File: config.mk
export PLATFORM = sky130hd
export DESIGN_NAME = ow_txn_scheduler
export DESIGN_NICKNAME = d
export VERILOG_FILES = /design/src/rtl/ow_txn_scheduler.sv
export SDC_FILE = /design/constraint.sdc
export NUM_CORES = 1
export LEC_CHECK = 0
export ABC_AREA = 1
export CAP_MARGIN = 5
export CORE_ASPECT_RATIO = 0.8
export CORE_MARGIN = 1
export CORE_UTILIZATION = 57
export DETAILED_ROUTE_END_ITERATION = 10
export PLACE_DENSITY = 0.85
export SYNTH_ARGS = -nofsm -noshare
export SYNTH_HDL_FRONTEND = slang
export SYNTH_SLANG_ARGS = --single-unit
File: constraint.sdc
create_clock -name clk -period 5.62 [get_ports clk]
set_clock_uncertainty 0.2 [all_clocks]
set_input_delay 0.562 -clock clk [delete_from_list [all_inputs] [get_ports clk]]
set_output_delay 0.562 -clock clk [all_outputs]
set_load 0.02 [all_outputs]
File: src/rtl/ow_txn_scheduler.sv
// ow_txn_scheduler
// Sits between two host requesters and the single 1-wire bit-level engine.
// It picks a requester round-robin and expands its byte-level command
// (bus reset/presence, write byte, read byte) into bit primitives. It also
// assembles read bits LSB-first, catches engine timeouts and answers each
// request with exactly one ack pulse.
//
// Ports
//   clk, reset            rising-edge clock; synchronous active-low reset
//   req[1:0]              pending command per requester
//   cmd0/cmd1, wdata0/1   command and write byte per requester
//   ack[1:0]              one-cycle completion pulse to the granted requester
//   rdata, status         result of the last transaction, held until the next one
//   busy                  high whenever the scheduler is not idle
//   bit_start/op/wval     primitive request to the bit engine
//   bit_done/rval,presence primitive completion from the bit engine
//   dbg_state             current FSM state, for checkers
//
// Handshake: requester i raises req[i] with stable cmd/wdata and holds it
// until ack[i]. The request is latched at grant, so later req/cmd/wdata
// changes do not disturb the running transaction. Toward the engine,
// bit_start pulses once per primitive; bit_op/bit_wval stay stable until the
// matching bit_done pulse. A bit_done outside WAIT is ignored.
module ow_txn_scheduler #(
  parameter int TIMEOUT_CYC = 4096
) (
  input  logic       clk,
  input  logic       reset,
  input  logic [1:0] req,
  input  logic [1:0] cmd0,
  input  logic [1:0] cmd1,
  input  logic [7:0] wdata0,
  input  logic [7:0] wdata1,
  output logic [1:0] ack,
  output logic [7:0] rdata,
  output logic [1:0] status,
  output logic       busy,
  output logic       bit_start,
  output logic [1:0] bit_op,
  output logic       bit_wval,
  input  logic       bit_done,
  input  logic       bit_rval,
  input  logic       presence,
  output logic [1:0] dbg_state
);

  localparam int CNT_W = (TIMEOUT_CYC > 2) ? $clog2(TIMEOUT_CYC) : 1;
  // Timeout fires on the WAIT cycle whose increment would reach TIMEOUT_CYC-1.
  localparam logic [CNT_W-1:0] CNT_FIRE = CNT_W'(TIMEOUT_CYC - 2);

  localparam logic [1:0] CMD_RST = 2'b00;
  localparam logic [1:0] CMD_WR  = 2'b01;
  localparam logic [1:0] CMD_RD  = 2'b10;
  localparam logic [1:0] CMD_ILL = 2'b11;

  localparam logic [1:0] ST_OK      = 2'b00;
  localparam logic [1:0] ST_NOPRES  = 2'b01;
  localparam logic [1:0] ST_TIMEOUT = 2'b10;
  localparam logic [1:0] ST_ILLEGAL = 2'b11;

  typedef enum logic [1:0] {
    S_IDLE  = 2'd0,
    S_ISSUE = 2'd1,
    S_WAIT  = 2'd2,
    S_RESP  = 2'd3
  } state_t;

  state_t           state_q, state_d;
  logic             grant_q, grant_d;
  logic             last_grant_q, last_grant_d;
  logic [1:0]       cmd_q, cmd_d;
  logic [7:0]       wdata_q, wdata_d;
  logic [2:0]       bit_idx_q, bit_idx_d;
  logic [7:0]       shift_q, shift_d;
  logic [CNT_W-1:0] cnt_q, cnt_d;
  logic [7:0]       rdata_q, rdata_d;
  logic [1:0]       status_q, status_d;

  // Round-robin: a lone requester wins outright; on contention the one
  // that was not granted last time wins.
  logic       pick;
  logic [1:0] pick_cmd;
  logic [7:0] pick_wdata;
  assign pick       = (req == 2'b11) ? ~last_grant_q : req[1];
  assign pick_cmd   = pick ? cmd1 : cmd0;
  assign pick_wdata = pick ? wdata1 : wdata0;

  always_comb begin
    state_d      = state_q;
    grant_d      = grant_q;
    last_grant_d = last_grant_q;
    cmd_d        = cmd_q;
    wdata_d      = wdata_q;
    bit_idx_d    = bit_idx_q;
    shift_d      = shift_q;
    cnt_d        = cnt_q;
    rdata_d      = rdata_q;
    status_d     = status_q;
    case (state_q)
      S_IDLE: begin
        if (req != 2'b00) begin
          grant_d      = pick;
          last_grant_d = pick;
          cmd_d        = pick_cmd;
          wdata_d      = pick_wdata;
          bit_idx_d    = 3'd0;
          shift_d      = 8'h00;
          if (pick_cmd == CMD_ILL) begin
            status_d = ST_ILLEGAL;
            rdata_d  = 8'h00;
            state_d  = S_RESP;
          end else begin
            state_d  = S_ISSUE;
          end
        end
      end
      S_ISSUE: begin
        cnt_d   = '0;
        state_d = S_WAIT;
      end
      S_WAIT: begin
        if (bit_done) begin
          if (cmd_q == CMD_RST) begin
            status_d = presence ? ST_OK : ST_NOPRES;
            rdata_d  = 8'h00;
            state_d  = S_RESP;
          end else begin
            if (cmd_q == CMD_RD) begin
              shift_d = {bit_rval, shift_q[7:1]};
            end
            if (bit_idx_q == 3'd7) begin
              status_d = ST_OK;
              // shift_d already holds the final bit, so rdata is ready with ack.
              rdata_d  = (cmd_q == CMD_RD) ? shift_d : 8'h00;
              state_d  = S_RESP;
            end else begin
              bit_idx_d = bit_idx_q + 3'd1;
              state_d   = S_ISSUE;
            end
          end
        end else if (cnt_q == CNT_FIRE) begin
          status_d = ST_TIMEOUT;
          rdata_d  = 8'h00;
          state_d  = S_RESP;
        end else begin
          cnt_d = cnt_q + CNT_W'(1);
        end
      end
      S_RESP: begin
        state_d = S_IDLE;
      end
      default: state_d = S_IDLE;
    endcase
  end

  always_ff @(posedge clk) begin
    if (!reset) begin
      state_q      <= S_IDLE;
      grant_q      <= 1'b0;
      last_grant_q <= 1'b1;
      cmd_q        <= 2'b00;
      wdata_q      <= 8'h00;
      bit_idx_q    <= 3'd0;
      shift_q      <= 8'h00;
      cnt_q        <= '0;
      rdata_q      <= 8'h00;
      status_q     <= 2'b00;
    end else begin
      state_q      <= state_d;
      grant_q      <= grant_d;
      last_grant_q <= last_grant_d;
      cmd_q        <= cmd_d;
      wdata_q      <= wdata_d;
      bit_idx_q    <= bit_idx_d;
      shift_q      <= shift_d;
      cnt_q        <= cnt_d;
      rdata_q      <= rdata_d;
      status_q     <= status_d;
    end
  end

  // Engine-facing outputs are decoded from the registered state, so they
  // are glitch-free and hold steady for the whole ISSUE/WAIT span.
  logic in_bit;
  assign in_bit    = (state_q == S_ISSUE) || (state_q == S_WAIT);
  assign bit_start = (state_q == S_ISSUE);
  assign bit_op    = !in_bit ? 2'b00 :
                     (cmd_q == CMD_RD) ? 2'b10 :
                     (cmd_q == CMD_WR) ? 2'b01 : 2'b00;
  assign bit_wval  = in_bit ? wdata_q[bit_idx_q] : 1'b0;
  assign ack       = (state_q != S_RESP) ? 2'b00 : (grant_q ? 2'b10 : 2'b01);
  assign busy      = (state_q != S_IDLE);
  assign rdata     = rdata_q;
  assign status    = status_q;
  assign dbg_state = state_q;

endmodule

==> impl_metrics.toml <==
[floorplan]
fp.dieW_um = 78.40
chipHeight_um = 63.12
row_count = 21
core_region_area_mm2 = 0.004335
initial_util_pct = 61.39
floorplan.io_pins = 46
die-area_mm2 = 0.004948

[placed_design]
globalplace.congestion = 0.8283
port_buffers = 45
place.detailed.hpwl_um = 4365
dpl_cells = 485
placement.setup.worst_slack_ps = 2749
dpl_cell_area_mm2 = 0.003105

[clock_network]
htree_levels = 2
clock_latency_ps = 300
hold_buffers = 0
tritoncts_clock_tree = "done"
clock_tree.buffer_depth = 2
cts_setup_buffers = 0
post_cts_resized = 0
clk_pin_slew_worst_paths_ps = 70
cts_made_buffers = 5
clockRootBuffer = "clkbuf_8"
cts.sinks = 46

[timing]
setup_viol_count_final = 0
worst_pin_slew_ps = 1080
timing_hold_violations_final = 0
maxSlewViolCount = 0
period_share_pct = 52.93
setup_total_negative_slack_ps = 0
max_clock_freq_ghz = 0.3362
rsz0062_at_grt = "no"
slew-limit-headroom_pct = 27.75
post-route-min-period_ps = 2975
postLayoutSetupSlackWorst_ps = 2645

[pwr]
powerDensity_mw_per_mm2 = 402.0
peakVddDrop_mv = 0.2129
power.static_leakage_nw = 1.285
design_power_total_w = 0.001280

[synth]
async_flop_share_pct = 0
number_of_enable_type_register_cells_in_the_synthesized_netlist = 0
post_synth.cell_area_avg_um2 = 6.670
netlist.area_leader.share_pct = 34.60
post_synth_main_area_contributors = "dfxtp_1, nand2_1, nor2_1"
yosys_warnings = 0
synth.distinct_cells = 37
yosys_register_bits = 46
yosys.area.top_type = "dfxtp_1"
ys.flop_type = "dfxtp_1"
netlist_instances = 399
synth-seq-area-share_pct = 34.60
post_synth_instance_area_mm2 = 0.002661
syn-num-nets = 435

[grt]
grt_use_met2_pct = 45.07
met1_usage_pct = 32.40
vias_in_the_first_global_route = 2388
global_route.overflow_total = 0
first_pass_grt_wire_length_um = 10310
antenna_violations_before_repair = 0
grt-busiest-layer = "met2"
groute.usage.overall_pct = 26.23
gr-usage-met3_pct = 5.072
largest_net_degree_at_the_start_of_global_routing = 27

[critical_path]
worst-setup-path-type = "reg -> out"
ff2ff_setup_slack_ps = 3090
timing.critical_path.fanout_max = 9
r2r_cells = 9
critical_path.max_stage_delay_ps = 610
endpoint_kind = "output pin"
timing.critical_path.arrival_ps = 2210
worstPathCellList = "inv_1 -> nor2_1 -> inv_1 -> nor2_1 -> clkdlybuf4s50_1"
critical_path_startpoint_category = "flip-flop"
critical-path-slowest-cell = "clkdlybuf4s50_1"
worst_ep_required_time_ps = 4860
regToRegEndpoint = "rdata[5]"
r2r_start = "dbg_state[0]"

[job]
max_cap_violations = 0

[routing]
routed_wl_um = 5812
drt-pass1-iter-count = 4
route.detailed.vias_per_inst = 5.343
initialDrtViolationCount = 126
vias = 2629
antenna_violating_nets_post_route = 0
remaining_drc_errors = 0
wl_per_cell_um = 11.81

[status]
run_status = "completed"

[layout]
post_route_cells_drive_above_1_share_pct = 5.977
mostFrequentLayoutCells = "nand2_1, nor2_1, dfxtp_1, clkdlybuf4s50_1, inv_1"
layout.cells.most_common = "nand2_1"
final_cells = 492
area_growth_pct = 19.65
finish.instance_area_mm2 = 0.003184
design.final.nets = 471
antenna-diode-count = 0

[min_path]
min-delay-start = "last_grant_q"
min_delay_path_depth = 2
min_to = "last_grant_q"
timing.hold.worst.class = "reg -> reg"
## final cells by class
class / instances / area, um2
multi-input combinational: 297 / 1513
fill: 360 / 1151
sequential: 46 / 920.9
timing repair buffer: 45 / 450.4
inverter: 40 / 150.1
tap: 57 / 71.32
clock buffer: 5 / 68.82
clock inverter: 2 / 10.01
## sequential cells by signal, summed over array words and instances, names as in the netlist
| register | count |
|---|---|
| bit_idx_q | 3 |
| cmd_q | 2 |
| cnt_q | 12 |
| dbg_state | 2 |
| grant_q | 1 |
| last_grant_q | 1 |
| rdata | 8 |
| shift_q | 7 |
| status | 2 |
| wdata_q | 8 |
## worst max-delay path, delay by kind of cell, from the launching register on
family                 cells  cell delay [ps]
buffers and inverters      3              940
DFF                        1              380
and+or+nand+nor            2              590
## routing by layer
| metal | up-vias | part of all wire (%) | wire [um] |
|---|---|---|---|
| li1 | 1353 | - | - |
| met1 | 1190 | 48 | 2762 |
| met2 | 76 | 45 | 2639 |
| met3 | 10 | 5.4 | 315 |
| met4 | 0 | 1.6 | 95 |
| met5 | - | 0 | 0 |
## synthesized netlist by cell type (2+ instances only)
| master | n |
|---|---|
| nand2_1 | 89 |
| nor2_1 | 75 |
| dfxtp_1 | 46 |
| inv_1 | 38 |
| nand3_1 | 31 |
| o21ai_0 | 24 |
| a21oi_1 | 15 |
| a31oi_1 | 10 |
| clkbuf_1 | 9 |
| ha_1 | 9 |
| a211oi_1 | 7 |
| buf_2 | 5 |
| nand4_1 | 5 |
| nand2_2 | 4 |
| nand2_4 | 3 |
| nor2_2 | 3 |
| nor2_4 | 3 |
| nor3_1 | 3 |
| xor2_1 | 2 |
## stage by stage
stage          hold WS (ps)  util [%]
3_5_place_dp          253.7     71.63
5_1_grt               309.4     73.45
2_1_floorplan         228.7         -
3_3_place_gp          265.7     71.63
6_report              276.5     73.45
4_1_cts               273.1     73.45
## cell families (layout without fill, tap and decap cells)
family | Yosys count | after routing | share of synthesized area (%)
AOI/OAI and AO/OA | 65 | 65 | 14.76
xor gates and xnor gates | 2 | 2 | 0.6583
DFF | 46 | 46 | 34.60
adders and majority gates | 9 | 9 | 4.231
and+or+nand+nor | 220 | 220 | 36.81
muxes | 1 | 1 | 0.3761
buffers and inverters | 56 | 92 | 8.556
## report_power, final
group	total [W]	leakage [nW]	internal [W]	switching (W)
Clock	0.000191	0.0438	0.0000836	0.000107
Combinational	0.000625	0.864	0.000234	0.000391
Sequential	0.000464	0.377	0.000409	0.0000549
## worst max-delay path by stage
| stage | start | endpoint | slack (ps) | cells after the start |
|---|---|---|---|---|
| final | cmd_q[1] | bit_op[1] | 2650 | 5 |
| after global routing | cmd_q[1] | bit_op[1] | 2480 | 5 |
| after CTS | cmd_q[1] | bit_op[1] | 2680 | 5 |
| after detailed placement | reset | shift_q[4] | 2750 | 3 |
| after global placement | reset | shift_q[6] | 2820 | 3 |
| after floorplan | dbg_state[0] | bit_op[0] | 3390 | 4 |
Note: power is estimated with default switching activity, not from simulation.
